File: src/rtl/dm_cache_ctrl.sv
// Controller for a 1024-line direct-mapped write-back cache with 128-bit lines.
// It handles hit/miss, victim write-back and line fill against single-port tag/data arrays.
module dm_cache_ctrl (
  input  logic         clk_i,
  input  logic         rst_i,
  input  logic         cpu_req_valid_i,
  input  logic         cpu_req_rw_i,
  input  logic [31:0]  cpu_req_addr_i,
  input  logic [31:0]  cpu_req_data_i,
  output logic         cpu_res_ready_o,
  output logic [31:0]  cpu_res_data_o,
  output logic         mem_req_valid_o,
  output logic         mem_req_rw_o,
  output logic [31:0]  mem_req_addr_o,
  output logic [127:0] mem_req_data_o,
  input  logic         mem_data_ready_i,
  input  logic [127:0] mem_data_i,
  output logic [10:0]  tag_req_o,
  output logic [19:0]  tag_write_o,
  input  logic [19:0]  tag_read_i,
  output logic [10:0]  data_req_o,
  output logic [127:0] data_write_o,
  input  logic [127:0] data_read_i
);

  typedef enum logic [1:0] {StIdle, StCompare, StWriteBack, StAllocate} state_e;

  state_e         state_q, state_d;
  logic           req_rw_q;
  logic [31:2]    req_addr_q;
  logic [31:0]    req_data_q;
  logic [17:0]    victim_tag_q;
  logic [127:0]   victim_line_q;
  logic [31:0]    res_data_q, res_data_d;

  logic [17:0]    req_tag;
  logic [9:0]     req_index;
  logic [1:0]     req_word;
  logic           hit;
  logic           accept;
  logic           cap_victim;
  logic           tag_we, data_we;
  logic [9:0]     arr_index;
  logic [31:0]    read_word;
  logic [127:0]   merged_line;
  logic           unused_addr_bits;

  // Byte offset is ignored: all accesses are whole words.
  assign unused_addr_bits = ^cpu_req_addr_i[1:0];

  assign req_tag   = req_addr_q[31:14];
  assign req_index = req_addr_q[13:4];
  assign req_word  = req_addr_q[3:2];
  assign hit       = tag_read_i[19] && (tag_read_i[17:0] == req_tag);
  assign accept    = (state_q == StIdle) && cpu_req_valid_i;
  assign read_word = data_read_i[{req_word, 5'b0} +: 32];

  always_comb begin
    merged_line = data_read_i;
    merged_line[{req_word, 5'b0} +: 32] = req_data_q;
  end

  always_comb begin
    state_d         = state_q;
    res_data_d      = res_data_q;
    cpu_res_ready_o = 1'b0;
    mem_req_valid_o = 1'b0;
    mem_req_rw_o    = 1'b0;
    mem_req_addr_o  = 32'h0;
    mem_req_data_o  = 128'h0;
    tag_we          = 1'b0;
    data_we         = 1'b0;
    tag_write_o     = 20'h0;
    data_write_o    = 128'h0;
    cap_victim      = 1'b0;
    arr_index       = (state_q == StIdle) ? 10'd0 : req_index;

    unique case (state_q)
      StIdle: begin
        if (cpu_req_valid_i) state_d = StCompare;
      end
      StCompare: begin
        if (hit) begin
          cpu_res_ready_o = 1'b1;
          state_d         = StIdle;
          if (req_rw_q) begin
            data_we      = 1'b1;
            data_write_o = merged_line;
            tag_we       = 1'b1;
            tag_write_o  = {2'b11, req_tag};
          end else begin
            res_data_d = read_word;
          end
        end else begin
          cap_victim = 1'b1;
          state_d    = (tag_read_i[19] && tag_read_i[18]) ? StWriteBack : StAllocate;
        end
      end
      StWriteBack: begin
        mem_req_valid_o = 1'b1;
        mem_req_rw_o    = 1'b1;
        mem_req_addr_o  = {victim_tag_q, req_index, 4'h0};
        mem_req_data_o  = victim_line_q;
        if (mem_data_ready_i) state_d = StAllocate;
      end
      StAllocate: begin
        mem_req_valid_o = 1'b1;
        mem_req_addr_o  = {req_tag, req_index, 4'h0};
        if (mem_data_ready_i) begin
          data_we      = 1'b1;
          data_write_o = mem_data_i;
          tag_we       = 1'b1;
          tag_write_o  = {2'b10, req_tag};
          // Return to compare: the refilled line now hits, and writes mark it dirty there.
          state_d      = StCompare;
        end
      end
      default: state_d = StIdle;
    endcase
  end

  assign cpu_res_data_o = res_data_d;
  // A reset landing mid-transaction must not disturb the arrays.
  assign tag_req_o      = {arr_index, tag_we && !rst_i};
  assign data_req_o     = {arr_index, data_we && !rst_i};

  always_ff @(posedge clk_i) begin
    if (rst_i) begin
      state_q       <= StIdle;
      req_rw_q      <= 1'b0;
      req_addr_q    <= '0;
      req_data_q    <= 32'h0;
      victim_tag_q  <= 18'h0;
      victim_line_q <= 128'h0;
      res_data_q    <= 32'h0;
    end else begin
      state_q    <= state_d;
      res_data_q <= res_data_d;
      if (accept) begin
        req_rw_q   <= cpu_req_rw_i;
        req_addr_q <= cpu_req_addr_i[31:2];
        req_data_q <= cpu_req_data_i;
      end
      if (cap_victim) begin
        victim_tag_q  <= tag_read_i[17:0];
        victim_line_q <= data_read_i;
      end
    end
  end

endmodule

File: config.mk
export PLATFORM = sky130hd
export DESIGN_NAME = dm_cache_ctrl
export DESIGN_NICKNAME = d
export VERILOG_FILES = /design/src/rtl/dm_cache_ctrl.sv
export SDC_FILE = /design/constraint.sdc
export NUM_CORES = 1
export LEC_CHECK = 0
export ABC_AREA = 1
export BUFFER_PORTS_ARGS = -buffer_cell sky130_fd_sc_hd__buf_4
export CAP_MARGIN = 5
export CORE_AREA = 2 2 279 281
export CTS_CLUSTER_DIAMETER = 40
export DETAILED_ROUTE_END_ITERATION = 7
export DIE_AREA = 0 0 281 283
export SLEW_MARGIN = 10
export SYNTH_ARGS = -nofsm -noshare
export SYNTH_HDL_FRONTEND = slang
export SYNTH_SLANG_ARGS = --single-unit
export TNS_END_PERCENT = 1
File: constraint.sdc
create_clock -name clk_i -period 3.9 [get_ports clk_i]
set_input_delay 0.39 -clock clk_i [delete_from_list [all_inputs] [get_ports clk_i]]
set_output_delay 0.39 -clock clk_i [all_outputs]
set_load 0.01 [all_outputs]
==> out/results.tsv <==
metric	value	unit
hpwlAfterDp	76.89	mm
final_cell_count_no_fill	4237	
place_congestion	0.8710	
ys_types	28	
antenna_found_initial	16	
fmax	283.6	MHz
final_cell_mix	buf_4 (735), nand2_1 (569), nor2_1 (434)	
drc	0	
ant_nets	0	
via_per_inst	4.542	
grt.total_usage	0.2417	
grt_pass1_wl	136.2	mm
final_common_cell	buf_4	
syn_area	0.01504	mm^2
cts_resized	0	
cts_hold_buf	13	
clock_tree.root_cell	clkbuf_16	
cts_setup_buffers	0	
cp-start-kind	register	
synth_area_per_cell	5.901	um^2
critical_path.max_fanout	18	
setup_viol	0	
endpoint_kind	output port	
start_util	0.1961	
clock_latency	620	ps
h-tree-depth	2	
p_per_area	480.9	mW/mm^2
drtPass1Iterations	6	
drtIter0Drc	1400	
synth_seq_area_share	0.3234	
max_slew.worst_pin.slew	963.2	ps
max-cap-violations	0	
core_area	0.07670	mm^2
worst-setup-path-type	reg -> out	
period_minus_slack	3526	ps
cts_made_buffers	58	
cts.sinks	243	
worstPathArrival	3140	ps
grt_max_degree	163	
ir_drop	0.0003015	V
cp.required	3510	ps
slew_viol_final	0	
die_w	281	um
grt.overflow.total	0	
die_h	283	um
io_buffer_count	703	
ff2ff_path_depth	12	
outcome	finished, final reports clean	
nFillCells	8664	
top_level_ports	710	
dp_cells	4115	
min_path_type	in -> reg	
final_layout_size_suffix_gt1_frac	0.2769	
nets	3502	
fin_crit_sh	0.9040	
max_slew_margin	0.3570	
dr_total_vias	19250	
grt_setup_unrepaired	no	
avgRoutedWirePerCell	23.73	um
area_growth	54.85	%
hold_path_depth	3	
p_leak	12.06	nW
die_area	0.07952	mm^2
hold_viol	0	
placement_rows	102	
yosysWarnings	0	
grt_pass1_vias	18290	
cts_tree	built	
ys_ff_latch	243	
fin_worst_skew	40.47	ps
synthCells	2549	
wl	100.5	mm
clk_pin_slew_worst_paths	50	ps
tns	0	ps
clk_path_buf_depth	3	
path summary, 6_finish.rpt:
kind / endpoint / from / slack (ps)
max: data_write_o[68] / req_addr_q[30] / 370
min: req_data_q[3] / cpu_req_data_i[3] / 30
max reg2reg: victim_line_q[64] / req_addr_q[23] / 1430
min reg2reg: req_addr_q[8] / req_addr_q[8] / 470
cell type report:
cell class                 count  area, um^2  area share
inverter                     334        1266     0.05436
tap                         1040        1301     0.05587
clock inverter                43       503.0     0.02159
antenna                        1       2.502   0.0001074
sequential                   243        4870      0.2091
multi-input combinational   1755        8023      0.3444
clock buffer                  65        1528     0.06559
timing repair buffer         756        5799      0.2490
metrics by stage:
stage / instance area (um^2) / hold WS, ps / util / power [W] / setup WS, ps
after global placement: 21130 / 457.5 / 0.2755 / 0.006173 / 788.6
final: 23290 / 33.94 / 0.3037 / 0.01120 / 374.3
after global routing: 23290 / 12.61 / 0.3036 / 0.01173 / 186.0
after detailed placement: 21130 / 464.5 / 0.2755 / 0.006213 / 819.0
after CTS: 23290 / 0.6730 / 0.3036 / 0.01132 / 312.8
after floorplan: 15050 / 445.0 / - / 0.004713 / 979.7
sequential cells by signal, summed over array words and instances (netlist names):
register,flops
req_data_q,32
state_q,2
res_data_q,32
victim_line_q,128
req_addr_q,30
victim_tag_q,18
req_rw_q,1
power breakdown:
| group | switching, W | internal (W) | leakage (nW) |
|---|---|---|---|
| sequential | 0.000450 | 0.00290 | 2.01 |
| combinational | 0.00189 | 0.000924 | 9.09 |
| clock | 0.00173 | 0.00330 | 0.966 |
| total | 0.00407 | 0.00713 | 12.1 |
logic make-up after synthesis:
family / synth area share
flip-flops: 0.3234
buffers and inverters: 0.1492
AND/OR/NAND/NOR: 0.3147
adder cells (fa/ha/maj): 0.007486
AO/OA/AOI/OAI: 0.2050
other: 0.0002493
layer usage:
layer  global-route usage  vias up  routed length [um]
li1                     -     9325                   -
met1               0.2878     8857               39900
met2               0.3961      873               45990
met3              0.08147      165               10010
met4              0.09880       26                4472
met5                    0        -                 154
critical path, cell delays in order (launching register included):
cell,delay [ps]
dfxtp_1,310
inv_2,70
nand2_1,50
nand2_1,120
nor3b_1,210
nand3_1,110
nor2_1,100
nand2_1,110
nor2_4,700
buf_4,330
nand2_1,90
nand2_1,130
buf_4,140
Yosys cell counts, drive strengths merged:
master  instances  area, um^2
ha              9       112.6
o21a            1       7.510
nand2         573        2156
nor2          438        1657
inv           331        1242
nor3b           1       7.510
o21ai         324        1622
clkinv          3       11.26
conb            1       3.750
nand3         166       835.8
nor3            3       15.01
clkbuf        140       525.5
o22ai          64       400.4
a21oi          97       485.5
a21boi          1       7.510
dfxtp         243        4865
nand4          10       62.56
a32oi          64       560.5
buf            80       465.5
Power figures use the tool's default switching activity.
